--- src/rtl/comm_pkg.sv ---
// Shared definitions for the quadcopter command master.
// Contents:
//   - opcode constants sent as the first byte of a command frame
//   - positive-acknowledge response byte
//   - frame FSM and receiver FSM state types
package comm_pkg;

  localparam logic [7:0] REQ_BATT  = 8'h01;
  localparam logic [7:0] SET_PTCH  = 8'h02;
  localparam logic [7:0] SET_ROLL  = 8'h03;
  localparam logic [7:0] SET_YAW   = 8'h04;
  localparam logic [7:0] SET_THRST = 8'h05;
  localparam logic [7:0] CALIBRATE = 8'h06;
  localparam logic [7:0] EMER_LAND = 8'h07;
  localparam logic [7:0] MTRS_OFF  = 8'h08;

  localparam logic [7:0] POS_ACK   = 8'hA5;

  typedef enum logic [2:0] {
    IDLE,
    SEND_HI,
    SEND_MID,
    SEND_LO,
    DONE
  } frm_state_t;

  typedef enum logic [1:0] {
    RX_IDLE,
    RX_START,
    RX_DATA,
    RX_STOP
  } rx_state_t;

endpackage

--- src/rtl/comm_uart.sv ---
// Byte-level UART transmitter and receiver (8N1, LSB first).
// Ports:
//   clk, rst      : clock, synchronous active-high reset
//   trmt          : load tx_data and start a byte (see handshake below)
//   tx_data       : byte to transmit
//   tx_done       : high during the last clock of the stop bit
//   tx            : serial out, idle high
//   rx            : serial in, asynchronous, idle high
//   rx_rdy        : one-cycle strobe, byte with valid stop bit in rx_data
//   rx_data       : received byte (valid while rx_rdy is high)
//
// Handshake: trmt is accepted whenever the transmitter is idle or tx_done is
// high in the same cycle; a trmt during tx_done chains the next byte with no
// idle gap between the stop bit and the following start bit. trmt at any
// other time is ignored. rx_rdy is a single-cycle strobe with no backpressure.
module comm_uart
  import comm_pkg::*;
#(
  parameter int BAUD_DIV = 2604
) (
  input  logic       clk,
  input  logic       rst,
  input  logic       trmt,
  input  logic [7:0] tx_data,
  output logic       tx_done,
  output logic       tx,
  input  logic       rx,
  output logic       rx_rdy,
  output logic [7:0] rx_data
);

  localparam int CW = $clog2(BAUD_DIV);
  localparam logic [CW-1:0] BIT_LAST  = CW'(BAUD_DIV - 1);
  localparam logic [CW-1:0] HALF_LAST = CW'(BAUD_DIV / 2 - 1);

  // ---------------- transmitter ----------------
  // tx is the LSB of a shift register that fills with ones, so the line
  // returns to idle-high on its own after the stop bit.
  logic [9:0]    tx_shift;
  logic [CW-1:0] tx_cnt;
  logic [3:0]    tx_bit;
  logic          tx_busy;

  assign tx      = tx_shift[0];
  assign tx_done = tx_busy && (tx_cnt == BIT_LAST) && (tx_bit == 4'd9);

  always_ff @(posedge clk) begin
    if (rst) begin
      tx_shift <= '1;
      tx_cnt   <= '0;
      tx_bit   <= '0;
      tx_busy  <= 1'b0;
    end else if (trmt && (!tx_busy || tx_done)) begin
      tx_shift <= {1'b1, tx_data, 1'b0};
      tx_cnt   <= '0;
      tx_bit   <= '0;
      tx_busy  <= 1'b1;
    end else if (tx_busy) begin
      if (tx_cnt == BIT_LAST) begin
        tx_cnt   <= '0;
        tx_shift <= {1'b1, tx_shift[9:1]};
        if (tx_bit == 4'd9) begin
          tx_busy <= 1'b0;
        end else begin
          tx_bit <= tx_bit + 4'd1;
        end
      end else begin
        tx_cnt <= tx_cnt + 1'b1;
      end
    end
  end

  // ---------------- receiver ----------------
  logic          rx_s1, rx_s2, rx_prev;
  logic          rx_fall;
  rx_state_t     rx_state, rx_nxt;
  logic [CW-1:0] rx_cnt;
  logic [2:0]    rx_bit;
  logic [7:0]    rx_shift;

  assign rx_fall = rx_prev && !rx_s2;
  assign rx_data = rx_shift;
  assign rx_rdy  = (rx_state == RX_STOP) && (rx_cnt == BIT_LAST) && rx_s2;

  always_comb begin
    rx_nxt = rx_state;
    case (rx_state)
      RX_IDLE:  if (rx_fall) rx_nxt = RX_START;
      // A start bit that reads high at its centre was a glitch.
      RX_START: if (rx_cnt == HALF_LAST) rx_nxt = rx_s2 ? RX_IDLE : RX_DATA;
      RX_DATA:  if ((rx_cnt == BIT_LAST) && (rx_bit == 3'd7)) rx_nxt = RX_STOP;
      RX_STOP:  if (rx_cnt == BIT_LAST) rx_nxt = RX_IDLE;
      default:  rx_nxt = RX_IDLE;
    endcase
  end

  always_ff @(posedge clk) begin
    if (rst) begin
      rx_s1    <= 1'b1;
      rx_s2    <= 1'b1;
      rx_prev  <= 1'b1;
      rx_state <= RX_IDLE;
      rx_cnt   <= '0;
      rx_bit   <= '0;
      rx_shift <= '0;
    end else begin
      rx_s1    <= rx;
      rx_s2    <= rx_s1;
      rx_prev  <= rx_s2;
      rx_state <= rx_nxt;
      case (rx_state)
        RX_IDLE: begin
          rx_cnt <= '0;
          rx_bit <= '0;
        end
        RX_START: rx_cnt <= (rx_cnt == HALF_LAST) ? '0 : rx_cnt + 1'b1;
        RX_DATA: begin
          if (rx_cnt == BIT_LAST) begin
            rx_cnt   <= '0;
            rx_shift <= {rx_s2, rx_shift[7:1]};
            rx_bit   <= rx_bit + 3'd1;
          end else begin
            rx_cnt <= rx_cnt + 1'b1;
          end
        end
        RX_STOP: rx_cnt <= (rx_cnt == BIT_LAST) ? '0 : rx_cnt + 1'b1;
        default: rx_cnt <= '0;
      endcase
    end
  end

endmodule

--- src/rtl/comm_master.sv ---
// UART command master: sends {cmd, data[15:8], data[7:0]} as one 3-byte
// frame and collects single-byte responses from the copter.
// Ports:
//   clk, rst      : clock, synchronous active-high reset
//   cmd, data     : opcode and payload, latched when snd_cmd is accepted
//   snd_cmd       : one-cycle send request, accepted only in IDLE
//   clr_resp_rdy  : host acknowledge of resp
//   RX, TX        : serial lines, idle high
//   frm_snt       : set when the frame's last stop bit ends, cleared on the
//                   next accepted snd_cmd
//   resp, resp_rdy: last valid response byte and its pending flag
module comm_master
  import comm_pkg::*;
#(
  parameter int BAUD_DIV = 2604
) (
  input  logic        clk,
  input  logic        rst,
  input  logic [7:0]  cmd,
  input  logic [15:0] data,
  input  logic        snd_cmd,
  input  logic        clr_resp_rdy,
  input  logic        RX,
  output logic        TX,
  output logic        frm_snt,
  output logic [7:0]  resp,
  output logic        resp_rdy
);

  frm_state_t  state, nxt;
  logic [15:0] data_buf;
  logic        accept;
  logic        trmt;
  logic [7:0]  tx_data;
  logic        tx_done;
  logic        rx_rdy;
  logic [7:0]  rx_data;

  assign accept = (state == IDLE) && snd_cmd;

  // The opcode goes straight from cmd into the UART on the accept cycle, so
  // only the payload needs buffering.
  always_comb begin
    nxt     = state;
    trmt    = 1'b0;
    tx_data = cmd;
    case (state)
      IDLE: begin
        if (snd_cmd) begin
          trmt = 1'b1;
          nxt  = SEND_HI;
        end
      end
      SEND_HI: begin
        if (tx_done) begin
          trmt    = 1'b1;
          tx_data = data_buf[15:8];
          nxt     = SEND_MID;
        end
      end
      SEND_MID: begin
        if (tx_done) begin
          trmt    = 1'b1;
          tx_data = data_buf[7:0];
          nxt     = SEND_LO;
        end
      end
      SEND_LO: if (tx_done) nxt = DONE;
      DONE:    nxt = IDLE;
      default: nxt = IDLE;
    endcase
  end

  always_ff @(posedge clk) begin
    if (rst) begin
      state    <= IDLE;
      data_buf <= '0;
      frm_snt  <= 1'b0;
      resp     <= '0;
      resp_rdy <= 1'b0;
    end else begin
      state <= nxt;
      if (accept) begin
        data_buf <= data;
        frm_snt  <= 1'b0;
      end else if ((state == SEND_LO) && tx_done) begin
        frm_snt <= 1'b1;
      end
      // A new byte wins over a same-cycle clear.
      if (rx_rdy) begin
        resp     <= rx_data;
        resp_rdy <= 1'b1;
      end else if (clr_resp_rdy || accept) begin
        resp_rdy <= 1'b0;
      end
    end
  end

  comm_uart #(.BAUD_DIV(BAUD_DIV)) u_uart (
    .clk    (clk),
    .rst    (rst),
    .trmt   (trmt),
    .tx_data(tx_data),
    .tx_done(tx_done),
    .tx     (TX),
    .rx     (RX),
    .rx_rdy (rx_rdy),
    .rx_data(rx_data)
  );

endmodule

--- config.mk ---
export PLATFORM = sky130hd
export DESIGN_NAME = comm_master
export DESIGN_NICKNAME = d
export VERILOG_FILES = /design/src/rtl/comm_pkg.sv /design/src/rtl/comm_uart.sv /design/src/rtl/comm_master.sv
export SDC_FILE = /design/constraint.sdc
export NUM_CORES = 1
export LEC_CHECK = 0
export ABC_AREA = 1
export CAP_MARGIN = 20
export CORE_MARGIN = 5
export CORE_UTILIZATION = 40
export DETAILED_ROUTE_END_ITERATION = 6
export GPL_TIMING_DRIVEN = 0
export SKIP_CTS_REPAIR_TIMING = 1
export SLEW_MARGIN = 20
export SYNTH_ARGS = -nofsm -noshare
export SYNTH_HDL_FRONTEND = slang
export SYNTH_SLANG_ARGS = --single-unit
--- constraint.sdc ---
create_clock -name clk -period 1.8 [get_ports clk]
set_clock_uncertainty 0.2 [all_clocks]
set_input_delay 0.36 -clock clk [delete_from_list [all_inputs] [get_ports clk]]
set_output_delay 0.36 -clock clk [all_outputs]
set_load 0.1 [all_outputs]
==> impl_metrics.tcl, run 1 <==
set metrics [dict create \
    outcome "complete, but fails checks" \
    violations "negative setup slack" \
    finalHoldViolCount 0 \
    min_from "rst" \
    start_kind "flop" \
    setup_slack_ps -187.7 \
    max_freq_ghz 0.5031 \
    ys_ff_latch 83 \
    antenna_cells 0 \
    min_to "state[2]" \
    rsz0062_at_grt "yes" \
    syn-cell-area_sq_um 4030 \
    path_clk_slew_ps 100 \
    powerDensity_nw_per_um2 990.6 \
    grt_max_degree 17 \
    ant_nets 0 \
    final_layout_size_suffix_gt1_share_pct 21.55 \
    htreeDepth 3 \
    p_int_uw 3413 \
    dp_slack_ps -734.9 \
    first_global_vias 3489 \
    place_congestion 0.8650 \
    cts_buffers 9 \
    hold_class "in -> reg" \
    worstMarginPinSlew_ps 550.8 \
    fin_crit_sh_pct 110.4 \
    slew_viol_final 0 \
    grtUsageTotal_pct 16.03 \
    syn_to_final_growth_pct 32.13 \
    fin_crit_ps 1988 \
    synthTopCellsByArea "dfxtp_1 (41%), nand2_1 (11%), nor2_1 (8.6%)" \
    syn_inst 581 \
    combPwrFrac_pct 29.9 \
    drc_errors 0 \
    p_leak_uw 0.002304 \
    grt_overflow 0 \
    die_area_sq_um 12180 \
    die_h_um 110.4 \
    synth_top_cell_area_share_pct 41.23 \
    cp.arrival_ps 2000 \
    clk_latency_ps 350 \
    switchingPower_uw 1862 \
    hold_ws_ps 211.3 \
    fin_setup_tns_ps -3624 \
    final_nets 690 \
    yosysTopAreaCell "dfxtp_1" \
    rows 36 \
    synth_nets 617 \
    core_sq_um 9819 \
    yosysSeqAreaShare_pct 41.23 \
    clock_sinks 83 \
    antenna_found_initial 0 \
    hpwl_mm 6.909 \
    num_io_pins 40 \
    grt_pass1_wl_mm 15.64 \
    drt_iter0_drc 166 \
    drv_cap 0 \
    hold_depth 2 \
    yosys_warnings 0 \
    ir_worst_vdd_uv 567.5 \
    synth_cell_types 36 \
    critPathRequiredTime_ps 1820 \
    initial_core_util_pct 41.04 \
    synthArstFlopShare_pct 0 \
    synthFlopType "dfxtp_1" \
    p_seq_share_pct 41.5 \
    drt-total-wl_mm 9.981 \
    portBuffers 38 \
    die_x_um 110.4 \
    endpoint_kind "flop" \
    worstPathMaxFanout 6 \
    r2r-start "u_uart.tx_bit[1]" \
    num_vias 3936 \
    final_util_pct 54.23 \
    avgSynthCellArea_sq_um 6.937 \
    critPathKind "reg -> reg" \
    clockBufferDepth 2 \
    viasPerCell 4.970 \
    r2r_cells 10 \
    cts_tree "built" \
    reg2reg_slack_ps -190 \
    cts_root_buf "clkbuf_8" \
    synth-edff-count 0 \
    relSlewSlack_pct 63.44 \
    setup_viol 26 \
    p_clk_share_pct 28.6 \
    drt_first_pass_iters 4 \
    timing.rr.end "u_uart.tx_shift[0]" \
    wl_per_cell_um 12.60 \
    switching_share_pct 35.30 \
]
## synth_stat cells (all sizes together), types with 3 or more instances
| cell | instances |
|---|---|
| nor3 | 16 |
| nand3 | 39 |
| o21ai | 56 |
| nor3b | 3 |
| nor2 | 96 |
| xor2 | 7 |
| ha | 7 |
| buf | 9 |
| inv | 65 |
| dfxtp | 83 |
| clkinv | 3 |
| a21oi | 25 |
| clkbuf | 11 |
| nand4 | 21 |
| nand2 | 128 |
## flip-flops by register name, indices dropped and copies added (netlist names), named ones only
name             cells
frm_snt              1
state                3
u_uart.tx_busy       1
u_uart.tx_cnt       12
u_uart.tx_bit        4
u_uart.rx_prev       1
resp_rdy             1
u_uart.rx_bit        3
u_uart.rx_s2         1
u_uart.rx_state      1
u_uart.rx_s1         1
u_uart.tx_shift      9
u_uart.rx_data       8
resp                 8
u_uart.rx_cnt       12
data_buf            16
## cell families (layout without fill, tap and decap cells)
logic type	Yosys count	in the layout	share of synthesized area, %
compound gates	88	88	12.33
xor+xnor	9	9	1.956
fa+ha+maj	7	7	2.173
buf+inv	88	164	8.724
flops	83	83	41.23
simple gates	306	308	33.59
## metal layers
| metal | global-route usage, % | up-vias | share of wire, % |
|---|---|---|---|
| met5 | 0 | - | 0 |
| met2 | 24.96 | 72 | 47 |
| met4 | 5.101 | 0 | 0.99 |
| met3 | 4.019 | 9 | 3.5 |
| li1 | - | 2028 | - |
| met1 | 21.82 | 1827 | 49 |
## layout by cell type (no fill, tap or decap), types with 4 or more instances in the layout
cell type | synthesis | layout
o21ai_1 | 7 | 6
xor2_1 | 7 | 7
dfxtp_2 | 0 | 7
o21ai_0 | 42 | 41
nand4_1 | 20 | 20
a21oi_1 | 25 | 25
clkbuf_16 | 0 | 4
dfxtp_1 | 83 | 72
nor2_1 | 92 | 82
nor3_1 | 16 | 9
nor2_4 | 2 | 7
clkdlybuf4s50_1 | 0 | 27
nand2_2 | 4 | 8
nor2_2 | 2 | 7
inv_1 | 64 | 60
buf_2 | 5 | 5
nand2_4 | 2 | 5
dfxtp_4 | 0 | 4
buf_4 | 2 | 14
clkbuf_1 | 11 | 5
ha_1 | 7 | 4
clkbuf_2 | 0 | 13
nand2_1 | 122 | 116
o21ai_2 | 7 | 9
nand3_1 | 39 | 32
inv_2 | 1 | 6
clkbuf_8 | 0 | 9
nor3_4 | 0 | 4
nand3_2 | 0 | 6
buf_6 | 1 | 9
## metrics by stage
stage | cells | area [sq um] | power (uW)
floorplan | 581 | 4084 | 3192
detailed placement | 752 | 4631 | 3539
CTS | 768 | 4856 | 5054
global placement | 752 | 4631 | 3517
finish | 792 | 5325 | 5275
global route | 792 | 5325 | 5633
## critical path: stages (launching register included)
cell	delay, ps
dfxtp_2	350
inv_2	70
ha_4	130
nand2_4	40
nor2_4	130
nand4_4	190
o21bai_4	280
nand2_4	150
clkbuf_16	190
nand3_2	50
nand3_1	70
## how the worst max path moves through the flow
stage | from | to | slack (ps) | depth (start not counted)
2_1_floorplan | u_uart.tx_bit[1] | u_uart.tx_shift[0] | -40 | 10
3_3_place_gp | snd_cmd | data_buf[11] | -730 | 7
3_5_place_dp | snd_cmd | data_buf[11] | -730 | 7
4_1_cts | u_uart.tx_shift[0] | TX | -660 | 1
5_1_grt | u_uart.tx_bit[1] | u_uart.tx_shift[0] | -280 | 10
6_report | u_uart.tx_bit[1] | u_uart.tx_shift[0] | -190 | 10
## power by group through the flow
stage / sequential [uW] / clock, uW / combinational [uW]
after floorplan: 2230 / 0 / 961
final: 2190 / 1510 / 1580
after global routing: 2220 / 1640 / 1770
after detailed placement: 2220 / 0 / 1320
after global placement: 2220 / 0 / 1300
after CTS: 2180 / 1550 / 1320
## final cells by class
cell class / instances / area (sq um)
Timing Repair Buffer: 60 / 561.8
Multi-Input combinational cell: 412 / 2280
Tap cell: 133 / 166.4
Clock buffer: 10 / 148.9
Clock inverter: 6 / 76.32
Buffer: 20 / 151.4
Inverter: 68 / 255.2
Fill cell: 1028 / 4494
Sequential cell: 83 / 1685
Power figures use the tool's default switching activity.
==> inputs of run 2 (changes only) <==
--- a/config.mk
+++ b/config.mk
@@ -7,6 +7,7 @@
 export LEC_CHECK = 0
 export ABC_AREA = 1
 export CAP_MARGIN = 20
+export CORE_ASPECT_RATIO = 1.5
 export CORE_MARGIN = 5
 export CORE_UTILIZATION = 40
 export DETAILED_ROUTE_END_ITERATION = 6
==> run 2 against run 1 <==
The run still ends with negative setup slack left. Power is 8.6% higher. Critical endpoint is now u_uart.tx_bit[0]. Worst hold slack better by 0.79 ps. Count of clock-buffer cells in the layout stayed put. Die area is 0.34% higher. Wire length is 4.7% higher. Flip-flop and latch count stayed put. Largest cell class unchanged. Final area is 0.14% lower. Cell count is 2.3% lower.
==> impl_metrics.tcl, run 2 (synthesis results as in run 1) <==
set metrics [dict create \
    path_clk_slew_ps 70 \
    final_nets 688 \
    max_freq_ghz 0.4997 \
    start_kind "flop" \
    dp_slack_ps -734.2 \
    hold_class "in -> reg" \
    die_h_um 132.9 \
    multi_input_area_sq_um 2265 \
    ant_nets 0 \
    ff_latch_area_sq_um 1678 \
    grt_max_degree 16 \
    switching_share_pct 33.22 \
    largest_register "data_buf" \
    htreeDepth 3 \
    core_sq_um 10020 \
    relSlewSlack_pct 63.74 \
    clockBufferDepth 2 \
    powerDensity_nw_per_um2 1077 \
    largest_reg_flops 16 \
    clock_sinks 83 \
    finalHoldViolCount 0 \
    portBuffers 38 \
    final_cell_mix "nand2_1 (118), nor2_1 (76), dfxtp_1 (72)" \
    p_int_uw 3826 \
    fin_crit_ps 2001 \
    hpwl_mm 7.589 \
    drt_first_pass_iters 4 \
    setup_slack_ps -201.1 \
    critPathRequiredTime_ps 1840 \
    antenna_found_initial 0 \
    initial_core_util_pct 40.21 \
    final_layout_size_suffix_gt1_share_pct 20.85 \
    cts_buffers 9 \
    rsz0062_at_grt "yes" \
    ir_worst_vdd_uv 689.1 \
    hold_ws_ps 212.1 \
    final_common_cell "nand2_1" \
    slew_viol_final 0 \
    cts_tree "built" \
    critPathKind "reg -> reg" \
    p_seq_share_pct 38.2 \
    endpoint_kind "flop" \
    grt_overflow 0 \
    rows 45 \
    final_util_pct 53.06 \
    viasPerCell 5.110 \
    reg.largest.list "data_buf x16, u_uart.rx_cnt x12, u_uart.tx_cnt x12" \
    place_congestion 0.8949 \
    antenna_cells 0 \
    syn_to_final_growth_pct 31.95 \
    num_io_pins 40 \
    clk_latency_ps 340 \
    num_vias 3955 \
    fillers 1005 \
    outcome "complete, but fails checks" \
    worstMarginPinSlew_ps 546.2 \
    drt_iter0_drc 170 \
    setup_viol 26 \
    die_x_um 91.96 \
    drv_cap 0 \
    worstPathMaxFanout 7 \
    grtUsageTotal_pct 16.75 \
    drt-total-wl_mm 10.45 \
    cp.arrival_ps 2040 \
    drc_errors 0 \
    violations "negative setup slack" \
    combPwrFrac_pct 27.4 \
    reg2reg_slack_ps -200 \
    cts_root_buf "clkbuf_16" \
    fin_crit_sh_pct 111.2 \
    p_clk_share_pct 34.4 \
    wl_per_cell_um 13.51 \
    switchingPower_uw 1903 \
    p_leak_uw 0.002298 \
    die_area_sq_um 12220 \
    grt_pass1_wl_mm 16.63 \
    first_global_vias 3671 \
]
run 2: area by class of cell:
cell class                      instances  area share (%)
Timing Repair Buffer                   59           9.624
Multi-Input combinational cell        411           42.59
Clock inverter                          6           1.294
Inverter                               68           4.800
Buffer                                 20           2.682
Tap cell                              117           2.753
Clock buffer                           10           4.706
Sequential cell                        83           31.55
run 2: worst max-delay path: stages (launching register included):
cell,delay [ps]
dfxtp_4,380
ha_4,140
nand2_4,40
nor2_4,160
nand4_4,180
o21bai_4,300
nand2_4,150
nand2_4,140
clkbuf_16,160
nor2_2,30
run 2: stage by stage:
stage	power [uW]	TNS [ps]	instances	instance area, sq um
4_1_cts	5530	-28670	752	4930
3_3_place_gp	3533	-35040	736	4611
5_1_grt	6043	-6643	774	5318
6_report	5730	-4085	774	5318
3_5_place_dp	3566	-36340	736	4611
2_1_floorplan	3192	-251.6	581	4084
run 2: power by group through the flow:
stage	clock, uW	combinational (uW)	sequential [uW]
floorplan	0	961	2230
global placement	0	1310	2220
detailed placement	0	1340	2220
CTS	2000	1350	2180
global route	2070	1750	2220
finish	1970	1570	2190
run 2: worst paths after layout:
path | endpoint | cells past startpoint | startpoint
hold reg to reg | u_uart.rx_s2 | 1 | u_uart.rx_s1
setup / recovery | u_uart.tx_bit[0] | 9 | u_uart.tx_bit[0]
setup reg to reg | u_uart.tx_bit[0] | 9 | u_uart.tx_bit[0]
hold / removal | state[2] | 2 | rst
run 2: per-layer routing:
metal / GRT usage (%) / vias to the layer above / wire [um]
li1: - / 2023 / -
met1: 18.84 / 1834 / 4269
met2: 29.76 / 76 / 5568
met3: 2.560 / 22 / 309
met4: 9.339 / 0 / 306
met5: 0 / - / 0
==> inputs of run 3 (changes only) <==
--- a/config.mk
+++ b/config.mk
@@ -9,9 +9,11 @@
 export CAP_MARGIN = 20
 export CORE_ASPECT_RATIO = 1.5
 export CORE_MARGIN = 5
-export CORE_UTILIZATION = 40
+export CORE_UTILIZATION = 57
 export DETAILED_ROUTE_END_ITERATION = 6
+export DONT_BUFFER_PORTS = 1
 export GPL_TIMING_DRIVEN = 0
+export PLACE_DENSITY = 0.75
 export SKIP_CTS_REPAIR_TIMING = 1
 export SLEW_MARGIN = 20
 export SYNTH_ARGS = -nofsm -noshare
==> run 3 against run 2 <==
First-iteration DRC count is 100% higher. Via count down 2.0%. Final area decreased by 6.5%. Global-route usage is 6.0 points higher. Combinational power decreased by 10%. Highest routed layer unchanged. The flow finishes with violations (negative hold slack, negative setup slack). Critical path depth increased by 2. Die area shrank 27%. Sequential share of layout area grew 2.6 points. Cell count decreased by 8.0%.
==> impl_metrics.tcl, run 3 (synthesis results as in run 1) <==
set metrics [dict create \
    die_x_um 78.66 \
    path_clk_slew_ps 80 \
    combPwrFrac_pct 27.0 \
    rows 37 \
    critPathKind "reg -> reg" \
    clock_sinks 83 \
    initial_core_util_pct 58.43 \
    final_common_cell "nand2_1" \
    die_h_um 113.0 \
    cpMostUsedCell "nand2_1" \
    worstPathMaxFanout 10 \
    drt-total-wl_mm 10.30 \
    die_area_sq_um 8887 \
    cp.arrival_ps 2050 \
    outcome "complete, but fails checks" \
    crit_slowest_cell "dfxtp_4" \
    first_global_vias 3642 \
    relSlewSlack_pct 63.35 \
    fin_setup_tns_ps -3004 \
    antenna_found_initial 0 \
    path_cells "ha_4 > nand3_2 > nor2_4 > nand4_4 > buf_6 > nand2_1 > nand2_1 > nand2_1 > nand2_1 > o21ai_1 > nand2_1" \
    worstMarginPinSlew_ps 549.8 \
    reg2reg_slack_ps -180 \
    setup_viol 25 \
    cts_root_buf "clkbuf_8" \
    largest_register "data_buf" \
    final_layout_size_suffix_gt1_share_pct 20.98 \
    switching_share_pct 33.43 \
    place_congestion 0.8971 \
    num_io_pins 40 \
    max_freq_ghz 0.5038 \
    num_vias 3877 \
    top_layer "met4" \
    grt_pass1_wl_mm 15.86 \
    drv_cap 0 \
    drt_iter0_drc 342 \
    violations "negative hold slack, negative setup slack" \
    largest_reg_flops 16 \
    slew_viol_final 0 \
    cts_tree "built" \
    clockBufferDepth 2 \
    final_nets 666 \
    htreeDepth 3 \
    fin_crit_ps 1985 \
    rsz0062_at_grt "yes" \
    wl_per_cell_um 14.47 \
    viasPerCell 5.445 \
    cp_top_family "simple AND/OR/NAND/NOR gates" \
    start_kind "flop" \
    final_cell_mix "nand2_1 (114), nor2_1 (85), dfxtp_1 (63)" \
    grtUsageTotal_pct 22.70 \
    ir_worst_vdd_uv 718.2 \
    reg.largest.list "data_buf x16, u_uart.rx_cnt x12, u_uart.tx_cnt x12" \
    switchingPower_uw 1746 \
    portBuffers 0 \
    grt_max_degree 14 \
    grt_overflow 0 \
    critPathRequiredTime_ps 1860 \
    clk_latency_ps 360 \
    drt_first_pass_iters 5 \
    p_leak_uw 0.002150 \
    hold_class "in -> reg" \
    core_sq_um 6898 \
    drc_errors 0 \
    cp_slowest_stage_delay_ps 370 \
    detailroute.wirelength.met2_mm 5.368 \
    fin_crit_sh_pct 110.3 \
    powerDensity_nw_per_um2 1050 \
    fin_total_pwr_uw 5221 \
    hpwl_mm 7.205 \
    endpoint_kind "flop" \
    p_int_uw 3476 \
    syn_to_final_growth_pct 23.35 \
    p_seq_share_pct 42.9 \
    finalHoldViolCount 2 \
    cts_buffers 9 \
    ant_nets 0 \
    met3RoutedLength_um 595 \
    p_clk_share_pct 30.1 \
    setup_slack_ps -184.9 \
    antenna_cells 0 \
    wl_met1_mm 3.748 \
    timing.critical_path.buf_inv 1 \
    hold_ws_ps -9.590 \
]
[run 3: layout make-up]
type / instances / area [sq um]
Multi-Input combinational cell: 411 / 2216
Sequential cell: 83 / 1697
Buffer: 20 / 152.6
Tap cell: 78 / 97.59
Inverter: 68 / 257.7
Fill cell: 574 / 1927
Clock inverter: 5 / 101.3
Timing Repair Buffer: 37 / 321.6
Clock buffer: 10 / 127.6
[run 3: per-stage QoR]
stage	hold WS (ps)	area, sq um	cells	setup slack, ps	utilization, %
after global placement	192.5	4182	659	-425.3	60.62
after detailed placement	198.0	4182	659	-471.0	60.62
after CTS	-122.1	4410	674	-443.1	63.94
final	-9.590	4971	712	-184.9	72.07
after global routing	11.99	4971	712	-257.6	72.07
after floorplan	189.5	4084	581	-38.86	-
[run 3: final timing paths]
check	from	endpoint	depth (start not counted)
worst max register to register	u_uart.tx_cnt[0]	u_uart.tx_shift[7]	11
worst max-delay path	u_uart.tx_cnt[0]	u_uart.tx_shift[7]	11
worst min register to register	u_uart.rx_s1	u_uart.rx_s2	1
worst min-delay path	data[15]	data_buf[15]	2
[run 3: metal layers]
metal,track usage (%),up-vias
met1,22.02,1761
met5,0,-
met2,40.16,96
met4,15.64,0
li1,-,1979
met3,7.166,41
[run 3: power by group through the flow]
stage	registers, uW	logic (uW)	clock network (uW)
3_3_place_gp	2260	1180	0
6_report	2240	1410	1570
4_1_cts	2230	1210	1600
2_1_floorplan	2230	961	0
3_5_place_dp	2270	1210	0
5_1_grt	2260	1580	1660
